## src/rtl/pc_stack.sv

```systemverilog
// pc_stack: program counter with increment, load, relative branch and a call/return stack
module pc_stack #(
   parameter int W         = 8,
   parameter int STEP      = 1,
   parameter int DEPTH     = 4,
   parameter int RESET_VAL = 0,
   localparam int SPW      = $clog2(DEPTH + 1)
) (
   input  logic           clk,
   input  logic           rst,
   input  logic           en,
   input  logic           inc,
   input  logic           load,
   input  logic [W-1:0]   d,
   input  logic           branch,
   input  logic [W-1:0]   offset,
   input  logic           call,
   input  logic           ret,
   output logic [W-1:0]   q,
   output logic [SPW-1:0] sp,
   output logic           stk_full,
   output logic           stk_empty,
   output logic           stk_ovf,
   output logic           stk_unf
);
   localparam int AW = DEPTH > 1 ? $clog2(DEPTH) : 1;
   logic [W-1:0]   stk [DEPTH];
   logic [W-1:0]   q_inc, q_br;
   logic [SPW-1:0] sp_m1;
   logic           do_call, do_ret, push, pop;
   assign stk_full  = sp == SPW'(DEPTH);
   assign stk_empty = sp == '0;
   assign q_inc     = q + W'(STEP);
   assign q_br      = q + offset;
   assign sp_m1     = sp - SPW'(1);
   assign do_call   = en && !rst && !load && call;
   assign do_ret    = en && !rst && !load && !call && ret;
   assign push      = do_call && !stk_full;
   assign pop       = do_ret && !stk_empty;
   // Return addresses are written on a non-full call; storage survives reset, only sp is cleared
   always_ff @(posedge clk)
      if (push) stk[sp[AW-1:0]] <= q_inc;
   // PC, stack pointer and sticky error flags, one prioritised action per enabled cycle
   always_ff @(posedge clk) begin
      if (rst) begin
         q       <= W'(RESET_VAL);
         sp      <= '0;
         stk_ovf <= 1'b0;
         stk_unf <= 1'b0;
      end else if (en) begin
         q       <= (load || call) ? d : ret ? (stk_empty ? q : stk[sp_m1[AW-1:0]]) : branch ? q_br : inc ? q_inc : q;
         sp      <= push ? sp + SPW'(1) : pop ? sp_m1 : sp;
         stk_ovf <= stk_ovf || (do_call && stk_full);
         stk_unf <= stk_unf || (do_ret && stk_empty);
      end
   end
endmodule

```

## config.mk

```make
export PLATFORM = sky130hd
export DESIGN_NAME = pc_stack
export DESIGN_NICKNAME = d
export VERILOG_FILES = /design/src/rtl/pc_stack.sv
export SDC_FILE = /design/constraint.sdc
export NUM_CORES = 1
export LEC_CHECK = 0
export ABC_AREA = 1
export CAP_MARGIN = 20
export CELL_PAD_IN_SITES_DETAIL_PLACEMENT = 1
export CELL_PAD_IN_SITES_GLOBAL_PLACEMENT = 2
export CORE_ASPECT_RATIO = 0.5
export CORE_MARGIN = 2
export CORE_UTILIZATION = 35
export DETAILED_ROUTE_END_ITERATION = 10
export GPL_ROUTABILITY_DRIVEN = 0
export PLACE_DENSITY = 0.95
export SLEW_MARGIN = 20
export SYNTH_ARGS = -nofsm -noshare
export SYNTH_HDL_FRONTEND = slang
export SYNTH_SLANG_ARGS = --single-unit
```

## constraint.sdc

```tcl
create_clock -name clk -period 6.5 [get_ports clk]
set_input_delay 0.65 -clock clk [delete_from_list [all_inputs] [get_ports clk]]
set_output_delay 0.65 -clock clk [all_outputs]
set_load 0.02 [all_outputs]
```

Word-level counts from Yosys, hierarchy flattened
Memories as Yosys holds them, arrays and structs flattened.
Index checks and enable logic that the tools add are counted.
{"block": "word_totals", "reg_bits": 13, "ram_bits": 32, "mem_bits_ro": 0, "word_cells": 42, "memories": 1, "latch_bits": 0}
{"block": "op_classes", "shifts": 0, "n_eq_ne": 2, "n_addsub": 4, "div_mod_pow": 0, "mux": 9, "n_lt_le_gt_ge": 0, "n_reduce_logical": 22, "bitwise": 0, "mul": 0}
{"memory": "stk", "words": 4, "width": 8, "read_ports": 1, "rd_clocked_by_memory_dff": 0, "wr": 1, "line": "27", "text": "logic [W-1:0] stk [DEPTH];"}
{"cell": "2-to-1 mux 8 bit", "n": 5}
{"cell": "logical AND 1 bit", "n": 9}
{"cell": "adder 8 x 1 -> 8 bit (second input constant)", "n": 1}
{"cell": "adder 8 bit", "n": 1}
{"cell": "2-to-1 mux 3 bit", "n": 2}
{"cell": "zero test 1 bit", "n": 5}
{"cell": "nonzero test 4 bit", "n": 1}
{"cell": "adder 3 x 1 -> 3 bit (second input constant)", "n": 1}
{"cell": "== test 3 bit (second input constant)", "n": 1}
{"cell": "zero test 3 bit", "n": 1}
{"cell": "logical OR 1 bit", "n": 3}
{"cell": "inequality test 3 x 2 -> 1 bit (second input constant)", "n": 1}
{"cell": "AND reduction 3 bit", "n": 1}
{"cell": "subtractor 3 x 1 -> 3 bit (second input constant)", "n": 1}
{"cell": "2-to-1 mux 1 bit", "n": 2}
{"cell": "AND reduction 2 bit", "n": 1}
{"cell": "nonzero test 2 bit", "n": 1}

Logic depth before layout (Yosys ltp)
Gate-level depths: netlist of run 1.
{"block": "depth", "word_depth": 8, "ltp_mapped": 13}

Worst setup path after synthesis of run 1
Ideal clock, no wire load.
{"block": "synth_path", "path_type": "register to register", "from": "reg sp[0]", "to": "mem stk[0][0], enable pin", "stages_incl_launch_ff": 6, "slack_ps": 4308, "setup_ps": 395, "synth_period_minus_slack_ps": 2192, "arrival_time_ps": 1797, "path_buffers": 1, "path_cell_list": "dfxtp_1 inv_1 buf_4 ha_1 nand2_1 nor4_1"}
{"block": "synth_between", "elab_chain_cells": 5}
{"item": "start, declared", "line": "20", "text": "output logic [SPW-1:0] sp,"}
{"item": "start signal, assigned", "line": "52", "text": "sp <= push ? sp + SPW'(1) : pop ? sp_m1 : sp;"}
{"item": "== test 3 bit", "line": "31", "text": "assign stk_full = sp == SPW'(DEPTH);"}
{"item": "zero test 1 bit", "line": "38", "text": "assign push = do_call && !stk_full;"}
{"item": "logical AND 1 bit", "line": "38"}
{"item": "2-to-1 mux 1 bit", "line": "42", "text": "if (push) stk[sp[AW-1:0]] <= q_inc;"}
{"item": "2-to-1 mux 1 bit (not written as such)", "line": "42"}
{"item": "end, declared", "line": "27"}
Parallel ways exist; a longest one is shown, timed or not.

Worst setup path after layout of run 1
{"block": "layout_path", "from": "reg sp[0]", "to": "out stk_empty"}
{"block": "layout_between", "elab_chain_cells": 1}
{"item": "zero test 3 bit", "line": "32", "text": "assign stk_empty = sp == '0;"}
{"item": "end, declared", "line": "22", "text": "output logic stk_empty,"}
No other way between the ends.

==> results of run 1 <==
kinds of logic (layout without fill, tap and decap cells):
kind of cell	Yosys count	in the layout	share of synthesized area (%)
AO/OA/AOI/OAI	70	70	14.6
XOR/XNOR	7	7	2.35
adder cells (fa/ha/maj)	14	14	7.02
buffers and inverters	51	90	8.02
flip-flops	45	45	46.9
AND/OR/NAND/NOR	124	124	21.1
sequential cells by signal, summed over array words and instances (netlist names):
register,count
stk_unf,1
sp,3
q,8
stk,32
stk_ovf,1
worst paths after layout:
| path | end | slack [ns] | depth (start not counted) |
|---|---|---|---|
| worst max register to register | q[0] | 3.64 | 10 |
| worst max-delay path | stk_empty | 3.17 | 5 |
| worst min register to register | stk_ovf | 0.46 | 2 |
| worst min-delay path | stk_ovf | 0.46 | 2 |
through the flow:
stage                     std cells  power, mW  utilization, %  area (um^2)
after global routing            446      0.737            44.1         3200
after detailed placement        438      0.466            42.2         3070
after CTS                       446      0.707            44.1         3200
after floorplan                 311      0.411               -         2600
final                           446      0.704            44.1         3200
after global placement          438      0.461            42.2         3070
routing by layer:
metal	vias up	wire, um	GRT usage (%)
met5	-	0	0
met4	0	82	4.40
met2	51	3230	29.1
met1	1089	3570	26.8
met3	7	351	3.47
li1	1112	-	-
synthesized netlist by cell type, types with 2 or more instances:
cell type  instances
a21oi_1           28
buf_2              5
buf_4              2
dfxtp_1           13
edfxtp_1          32
ha_1              13
inv_1             40
inv_2              2
nand2_1           60
nand2_2            4
nand3_1           16
nand3b_1           4
nand4_1            4
nor2_1            29
nor3_2             2
o211ai_1           3
o21ai_0           30
o21ai_1            3
o21ai_2            2
xnor2_1            3
xor2_1             4
layout by cell type, fill, tap and decap left out, types with 5 or more instances in the layout:
master	Yosys	routed
edfxtp_1	32	32
a21oi_1	28	28
nand2_1	60	60
o21ai_0	30	30
dfxtp_1	13	13
ha_1	13	13
clkbuf_16	0	5
nor2_1	29	29
nand3_1	16	16
inv_1	40	40
clkdlybuf4s50_1	0	38
report_power, final:
| group | switching (mW) | internal, mW |
|---|---|---|
| clock | 0.100 | 0.143 |
| sequential | 0.0112 | 0.316 |
| combinational | 0.0789 | 0.0545 |
area by class of cell:
class / count / area share, %
multi-input combinational: 215 / 36.6
timing repair buffer: 39 / 12.1
tap: 96 / 3.75
clock buffer: 8 / 4.26
sequential: 45 / 38.1
inverter: 43 / 5.12
tightest hold or removal path, stage by stage (launching register included):
cell and delay (ns):
dfxtp_1 0.32, inv_1 0.05, a21oi_1 0.05
==> impl_metrics.env, run 1 <==
export IMPL_outcome="completed"
export IMPL_ys_seq_elements=45
export IMPL_crit_family="buffers and inverters"
export IMPL_dr_total_vias=2259
export IMPL_power_leakage_nw=1.29
export IMPL_ff_latch_area_mm2=0.00122
export IMPL_clkTransAtPathRegs_ns=0.06
export IMPL_tritoncts="built"
export IMPL_min_period_over_period_pct=51.3
export IMPL_vias_per_cell=5.07
export IMPL_crit_path_frequent_cell="inv_1"
export IMPL_cts_buffers=5
export IMPL_max_clock_path_buffers=2
export IMPL_grt_overflow=0
export IMPL_yosysWarnings=0
export IMPL_n_fill_cell=888
export IMPL_finClkSkew_ns=0.00177
export IMPL_synth_area_mm2=0.00260
export IMPL_startpoint_type="register"
export IMPL_end_kind="output port"
export IMPL_antenna_found_initial=0
export IMPL_synth_edff_count=32
export IMPL_grt_max_degree=25
export IMPL_max_slew_margin_pct=48.8
export IMPL_grt_util_all_layers_pct=18.6
export IMPL_finalSetupTns_ns=0
export IMPL_die_height_um=65.0
export IMPL_worst_slack_ns=3.17
export IMPL_crit_required_ns=5.85
export IMPL_drtPass1Iterations=6
export IMPL_syn2layout_area_growth_pct=23.0
export IMPL_hold_buffers=0
export IMPL_cp_arrival_ns=2.68
export IMPL_holdCritStartpoint="stk_ovf"
export IMPL_die_w_um=126
export IMPL_postSynthAreaPerCell_um2=8.37
export IMPL_wl_um=7230
export IMPL_synth_largest_area_cell="edfxtp_1"
export IMPL_finalSetupViolations=0
export IMPL_crit_fanout=24
export IMPL_clkSinkCount=45
export IMPL_drive_above_1_share_pct=6.00
export IMPL_portBuffers=38
export IMPL_synth_cell_types=33
export IMPL_ant_nets=0
export IMPL_fin_nets=387
export IMPL_wire_per_inst_um=16.2
export IMPL_critPathLaunch="sp[0]"
export IMPL_postSynthCellCount=311
export IMPL_rr_startpoint="sp[0]"
export IMPL_antennaDiodeCount=0
export IMPL_period_needed_ns=3.33
export IMPL_hp_class="register to register"
export IMPL_final_hold_viol_count=0
export IMPL_critPathBufInv=3
export IMPL_async_reset_ff_share_pct=0
export IMPL_clock_latency_ns=0.29
export IMPL_rows=22
export IMPL_drc_errors=0
export IMPL_cts_setup_buffers=0
export IMPL_multi_input_area_mm2=0.00117
export IMPL_core_area_mm2=0.00727
export IMPL_die_area_mm2=0.00819
export IMPL_ys_top_cells_by_area="edfxtp_1 37%, dfxtp_1 10%, nand2_1 8.6%"
export IMPL_syn_num_nets=349
export IMPL_drt_iter0_drc=197
export IMPL_htree_levels=2
export IMPL_crit_slowest_cell="dfxtp_1"
export IMPL_dp_slack_ns=3.51
export IMPL_rsz0062_at_grt="no"
export IMPL_start_util_pct=35.8
export IMPL_tightest_slew_ns=0.767
export IMPL_slew_viol_final=0
export IMPL_worst_hold_slack_ns=0.464
export IMPL_cpPeakStageDelay_ns=0.82
export IMPL_dp_hpwl_um=5460
export IMPL_p_per_area_mw_per_mm2=220
export IMPL_grt_pass1_wl_um=12100
export IMPL_ir_drop_v=0.0000956
export IMPL_grt_pass1_vias=2307
export IMPL_fmax_mhz=300
export IMPL_ioPinCount=39
export IMPL_cts_root_buf="clkbuf_16"
export IMPL_maxCapViolations=0
export IMPL_yosys_most_used_dff="edfxtp_1"
export IMPL_path_cells="inv_1, ha_1, nand2_1, inv_1, clkdlybuf4s50_1"
export IMPL_cts_resized=0
export IMPL_path_class="register to output port"
export IMPL_ys_seq_area_share_pct=46.9
export IMPL_yosys_area_top_type_share_pct=36.9
Note: power is estimated with default switching activity, not from simulation.
==> run 2, diff against run 1 <==
- CORE_UTILIZATION: 35 -> 29
- PLACE_DENSITY: 0.95 -> 0.87
- clock period: 6.5 -> 2.9 ns (I/O delays scaled with it)
==> run 2 against run 1 <==
Power grew 130%. Via count down 0.35%. Utilization down 6.4 points. Sequential power is 120% higher. Sequential share of layout area decreased by 0.86 points. Clock-buffer cell count shrank 3. Final cell count grew 5.8%. Register-to-register slack worse by 3.1 ns. Setup slack got worse by 2.6 ns.
==> impl_metrics.env, run 2 (synthesis gave the netlist of run 1 again) <==
export IMPL_clkSinkCount=45
export IMPL_startpoint_type="register"
export IMPL_die_height_um=71
export IMPL_clkTransAtPathRegs_ns=0.07
export IMPL_final_hold_viol_count=0
export IMPL_wl_um=7310
export IMPL_crit_fanout=11
export IMPL_syn2layout_area_growth_pct=25.9
export IMPL_max_slew_margin_pct=62.7
export IMPL_antenna_found_initial=0
export IMPL_crit_required_ns=3.14
export IMPL_grt_util_all_layers_pct=15.4
export IMPL_core_area_mm2=0.00871
export IMPL_finalSetupViolations=0
export IMPL_grt_max_degree=24
export IMPL_die_area_mm2=0.00980
export IMPL_path_cells="inv_1, ha_1, inv_1, o21ai_0, o21ai_0, nor2_1, o21ai_0, o211ai_1, inv_1"
export IMPL_max_clock_path_buffers=2
export IMPL_ir_drop_v=0.000230
export IMPL_cts_root_buf="clkbuf_16"
export IMPL_worst_hold_slack_ns=0.460
export IMPL_finClkSkew_ns=0.00741
export IMPL_dr_total_vias=2251
export IMPL_fmax_mhz=430
export IMPL_largest_reg_flops=32
export IMPL_ioPinCount=39
export IMPL_hold_buffers=0
export IMPL_power_mw=1.60
export IMPL_layout_commonest_cell="nand2_1"
export IMPL_antennaDiodeCount=0
export IMPL_rows=24
export IMPL_period_needed_ns=2.33
export IMPL_hp_class="register to register"
export IMPL_slew_viol_final=0
export IMPL_wire_per_inst_um=15.5
export IMPL_crit_slowest_cell="ha_1"
export IMPL_grt_pass1_wl_um=12100
export IMPL_end_kind="register"
export IMPL_final_cell_mix="60 x nand2_1, 40 x inv_1, 38 x clkdlybuf4s50_1"
export IMPL_htree_levels=2
export IMPL_vias_per_cell=4.77
export IMPL_die_w_um=138
export IMPL_outcome="completed"
export IMPL_crit_family="compound AO/OA/AOI/OAI gates"
export IMPL_path_class="register to register"
export IMPL_start_util_pct=29.9
export IMPL_tritoncts="built"
export IMPL_maxCapViolations=0
export IMPL_grt_pass1_vias=2382
export IMPL_drive_above_1_share_pct=7.89
export IMPL_drc_errors=0
export IMPL_critPathBufInv=3
export IMPL_rsz0062_at_grt="no"
export IMPL_cpPeakStageDelay_ns=0.45
export IMPL_clock_latency_ns=0.29
export IMPL_portBuffers=38
export IMPL_cts_setup_buffers=0
export IMPL_tightest_slew_ns=0.555
export IMPL_n_fill_cell=1043
export IMPL_finalSetupTns_ns=0
export IMPL_power_leakage_nw=1.33
export IMPL_fin_nets=392
export IMPL_drtPass1Iterations=5
export IMPL_drt_iter0_drc=99
export IMPL_grt_overflow=0
export IMPL_min_period_over_period_pct=80.3
export IMPL_ant_nets=0
export IMPL_p_per_area_mw_per_mm2=487
export IMPL_cts_resized=0
export IMPL_cts_buffers=5
export IMPL_dp_hpwl_um=5710
export IMPL_cp_arrival_ns=2.56
-- run 2: cell types whose count changed in the layout (fill, tap and decap cells not counted), sizes merged --
| cell | before | now |
|---|---|---|
| buf | 1 | 6 |
| clkbuf | 8 | 5 |
| clkinv | 0 | 2 |
| inv | 43 | 44 |
-- run 2: routing by layer --
metal | track usage, % | up-vias | wire, um
met2 | 25.4 | 39 | 3310
met1 | 21.2 | 1077 | 3680
met5 | 0 | - | 0
met4 | 4.31 | 0 | 70
met3 | 2.51 | 7 | 248
li1 | - | 1128 | -
-- run 2: final cells by class --
cell class | instances | area (um^2) | area share, %
multi-input combinational | 215 | 1170 | 35.8
tap | 117 | 146 | 4.47
sequential | 45 | 1220 | 37.3
inverter | 43 | 164 | 5.00
timing repair buffer | 44 | 425 | 13.0
clock inverter | 3 | 21.3 | 0.649
clock buffer | 5 | 125 | 3.82
-- run 2: power by group --
group / switching [mW] / internal [mW] / total, mW
Sequential: 0.0224 / 0.709 / 0.731
Combinational: 0.180 / 0.124 / 0.304
Clock: 0.240 / 0.321 / 0.560
Total: 0.442 / 1.15 / 1.60
-- run 2: per-stage QoR --
| step | util, % | area (um^2) | setup WS (ns) | instances |
|---|---|---|---|---|
| after floorplan | - | 2600 | 0.708 | 311 |
| after global placement | 35.9 | 3130 | 0.691 | 464 |
| after detailed placement | 35.9 | 3130 | 0.587 | 464 |
| after CTS | 37.6 | 3280 | 0.567 | 472 |
| after global routing | 37.6 | 3280 | 0.385 | 472 |
| final | 37.6 | 3280 | 0.572 | 472 |
-- run 2: tightest hold or removal path, stage by stage, from the launching register on --
cell	delay [ns]
dfxtp_1	0.31
inv_1	0.05
a21oi_1	0.05
-- run 2: path summary, 6_finish.rpt --
check,endpoint,slack (ns),depth (start not counted),startpoint
worst max-delay path,q[0],0.57,9,sp[1]
worst min register to register,stk_ovf,0.46,2,stk_ovf
worst min-delay path,stk_ovf,0.46,2,stk_ovf
worst max register to register,q[0],0.57,9,sp[1]
==> run 3, diff against run 2 <==
- CORE_UTILIZATION: 29 -> 32
- PLACE_DENSITY: 0.87 -> 0.9
- clock period: 2.9 -> 2.4 ns (I/O delays scaled with it)
==> run 3 against run 2 <==
Via count is 1.0% higher. Power is 26% higher. Combinational power is 21% higher. Sequential share of layout area is 0.45 points lower. Design area is 1.2% higher. Setup slack worse by 0.23 ns. Worst hold slack better by 0.0046 ns. Final cell count is 0.21% lower. Register-to-register slack worse by 0.16 ns. Clock skew is 0.0057 ns lower. Die area is 9.0% lower. Critical path type is now register to output port. Highest routed layer unchanged.
==> impl_metrics.env, run 3 (synthesis gave the netlist of run 1 again) <==
export IMPL_max_clock_path_buffers=2
export IMPL_hold_buffers=0
export IMPL_layout_commonest_cell="nand2_1"
export IMPL_cpPeakStageDelay_ns=0.61
export IMPL_fin_nets=396
export IMPL_wl_um=7380
export IMPL_portBuffers=38
export IMPL_syn2layout_area_growth_pct=27.4
export IMPL_die_height_um=67.8
export IMPL_finClkSkew_ns=0.00175
export IMPL_antennaDiodeCount=0
export IMPL_htree_levels=2
export IMPL_tritoncts="built"
export IMPL_finalSetupTns_ns=0
export IMPL_rsz0062_at_grt="no"
export IMPL_max_slew_margin_pct=61.9
export IMPL_cts_resized=0
export IMPL_largest_reg_flops=32
export IMPL_clock_latency_ns=0.28
export IMPL_cts_root_buf="clkbuf_16"
export IMPL_core_area_mm2=0.00794
export IMPL_power_leakage_nw=1.35
export IMPL_finalSetupViolations=0
export IMPL_ant_nets=0
export IMPL_antenna_found_initial=0
export IMPL_crit_slowest_cell="clkdlybuf4s50_1"
export IMPL_final_hold_viol_count=0
export IMPL_grt_overflow=0
export IMPL_path_class="register to output port"
export IMPL_p_per_area_mw_per_mm2=609
export IMPL_slew_viol_final=0
export IMPL_grt_pass1_wl_um=11900
export IMPL_period_needed_ns=2.05
export IMPL_power_mw=2.02
export IMPL_dp_hpwl_um=5500
export IMPL_cts_buffers=5
export IMPL_die_area_mm2=0.00892
export IMPL_p_comb_share_pct=18.3
export IMPL_cts_setup_buffers=0
export IMPL_cp_arrival_ns=1.81
export IMPL_clkSinkCount=45
export IMPL_worst_hold_slack_ns=0.464
export IMPL_maxCapViolations=0
export IMPL_p_seq_share_pct=43.7
export IMPL_drc_errors=0
export IMPL_tightest_slew_ns=0.568
export IMPL_grt_util_all_layers_pct=17.3
export IMPL_drtPass1Iterations=4
export IMPL_n_fill_cell=983
export IMPL_ioPinCount=39
export IMPL_drive_above_1_share_pct=8.64
export IMPL_vias_per_cell=4.83
export IMPL_crit_path_frequent_cell="inv_1"
export IMPL_net_switching_power_mw=0.520
export IMPL_outcome="completed"
export IMPL_crit_required_ns=2.16
export IMPL_start_util_pct=32.8
export IMPL_hp_class="register to register"
export IMPL_fmax_mhz=487
export IMPL_clkPwrFrac_pct=38.0
export IMPL_dr_total_vias=2274
export IMPL_wire_per_inst_um=15.7
export IMPL_p_sw_share_pct=25.8
export IMPL_min_period_over_period_pct=85.5
export IMPL_clkTransAtPathRegs_ns=0.06
export IMPL_grt_max_degree=24
export IMPL_die_w_um=132
export IMPL_end_kind="output port"
export IMPL_startpoint_type="register"
export IMPL_grt_pass1_vias=2322
export IMPL_final_cell_mix="60 x nand2_1, 40 x inv_1, 38 x clkdlybuf4s50_1"
export IMPL_p_int_mw=1.50
export IMPL_rows=23
export IMPL_drt_iter0_drc=142
export IMPL_ir_drop_v=0.000264
export IMPL_path_cells="inv_1, ha_1, nand2_1, inv_1, clkdlybuf4s50_1"
export IMPL_crit_fanout=5
[run 3: cell type report]
type,count,area [um^2],share of cell area [%]
Clock buffer,6,129,3.89
Multi-Input combinational cell,215,1170,35.4
Clock inverter,2,33.8,1.02
Tap cell,112,140,4.22
Inverter,43,164,4.94
Timing Repair Buffer,48,455,13.7
Sequential cell,45,1220,36.8
[run 3: per-stage QoR]
stage / utilization (%) / cells / area, um^2 / setup slack [ns]
after global routing: 41.8 / 471 / 3320 / 0.135
after floorplan: - / 311 / 2600 / 0.208
after detailed placement: 39.7 / 463 / 3150 / 0.252
after global placement: 39.7 / 463 / 3150 / 0.297
after CTS: 41.8 / 471 / 3320 / 0.323
final: 41.8 / 471 / 3320 / 0.347
[run 3: final timing paths]
check,cells past startpoint,endpoint,slack (ns),from
worst min register to register,2,stk_ovf,0.46,stk_ovf
worst max register to register,13,q[6],0.41,q[0]
worst max-delay path,5,stk_empty,0.35,sp[1]
worst min-delay path,2,stk_ovf,0.46,stk_ovf
[run 3: power by group through the flow]
stage	combinational, mW	clock, mW	sequential, mW
finish	0.369	0.767	0.883
global route	0.412	0.812	0.886
CTS	0.373	0.780	0.883
detailed placement	0.369	0	0.899
global placement	0.357	0	0.898
floorplan	0.205	0	0.908
[run 3: metal layers]
metal  GRT usage (%)  vias up  wire (um)
met5               0        -          0
met4            5.98        0         91
met3            3.15        6        332
met2            29.7       42       3470
met1            22.5     1092       3490
li1                -     1134          -
[run 3: critical path, delay by kind of cell (launching register included)]
kind | cells | cell delay [ns]
fa+ha+maj | 1 | 0.20
buf+inv | 3 | 0.83
flops | 1 | 0.35
simple gates | 1 | 0.14
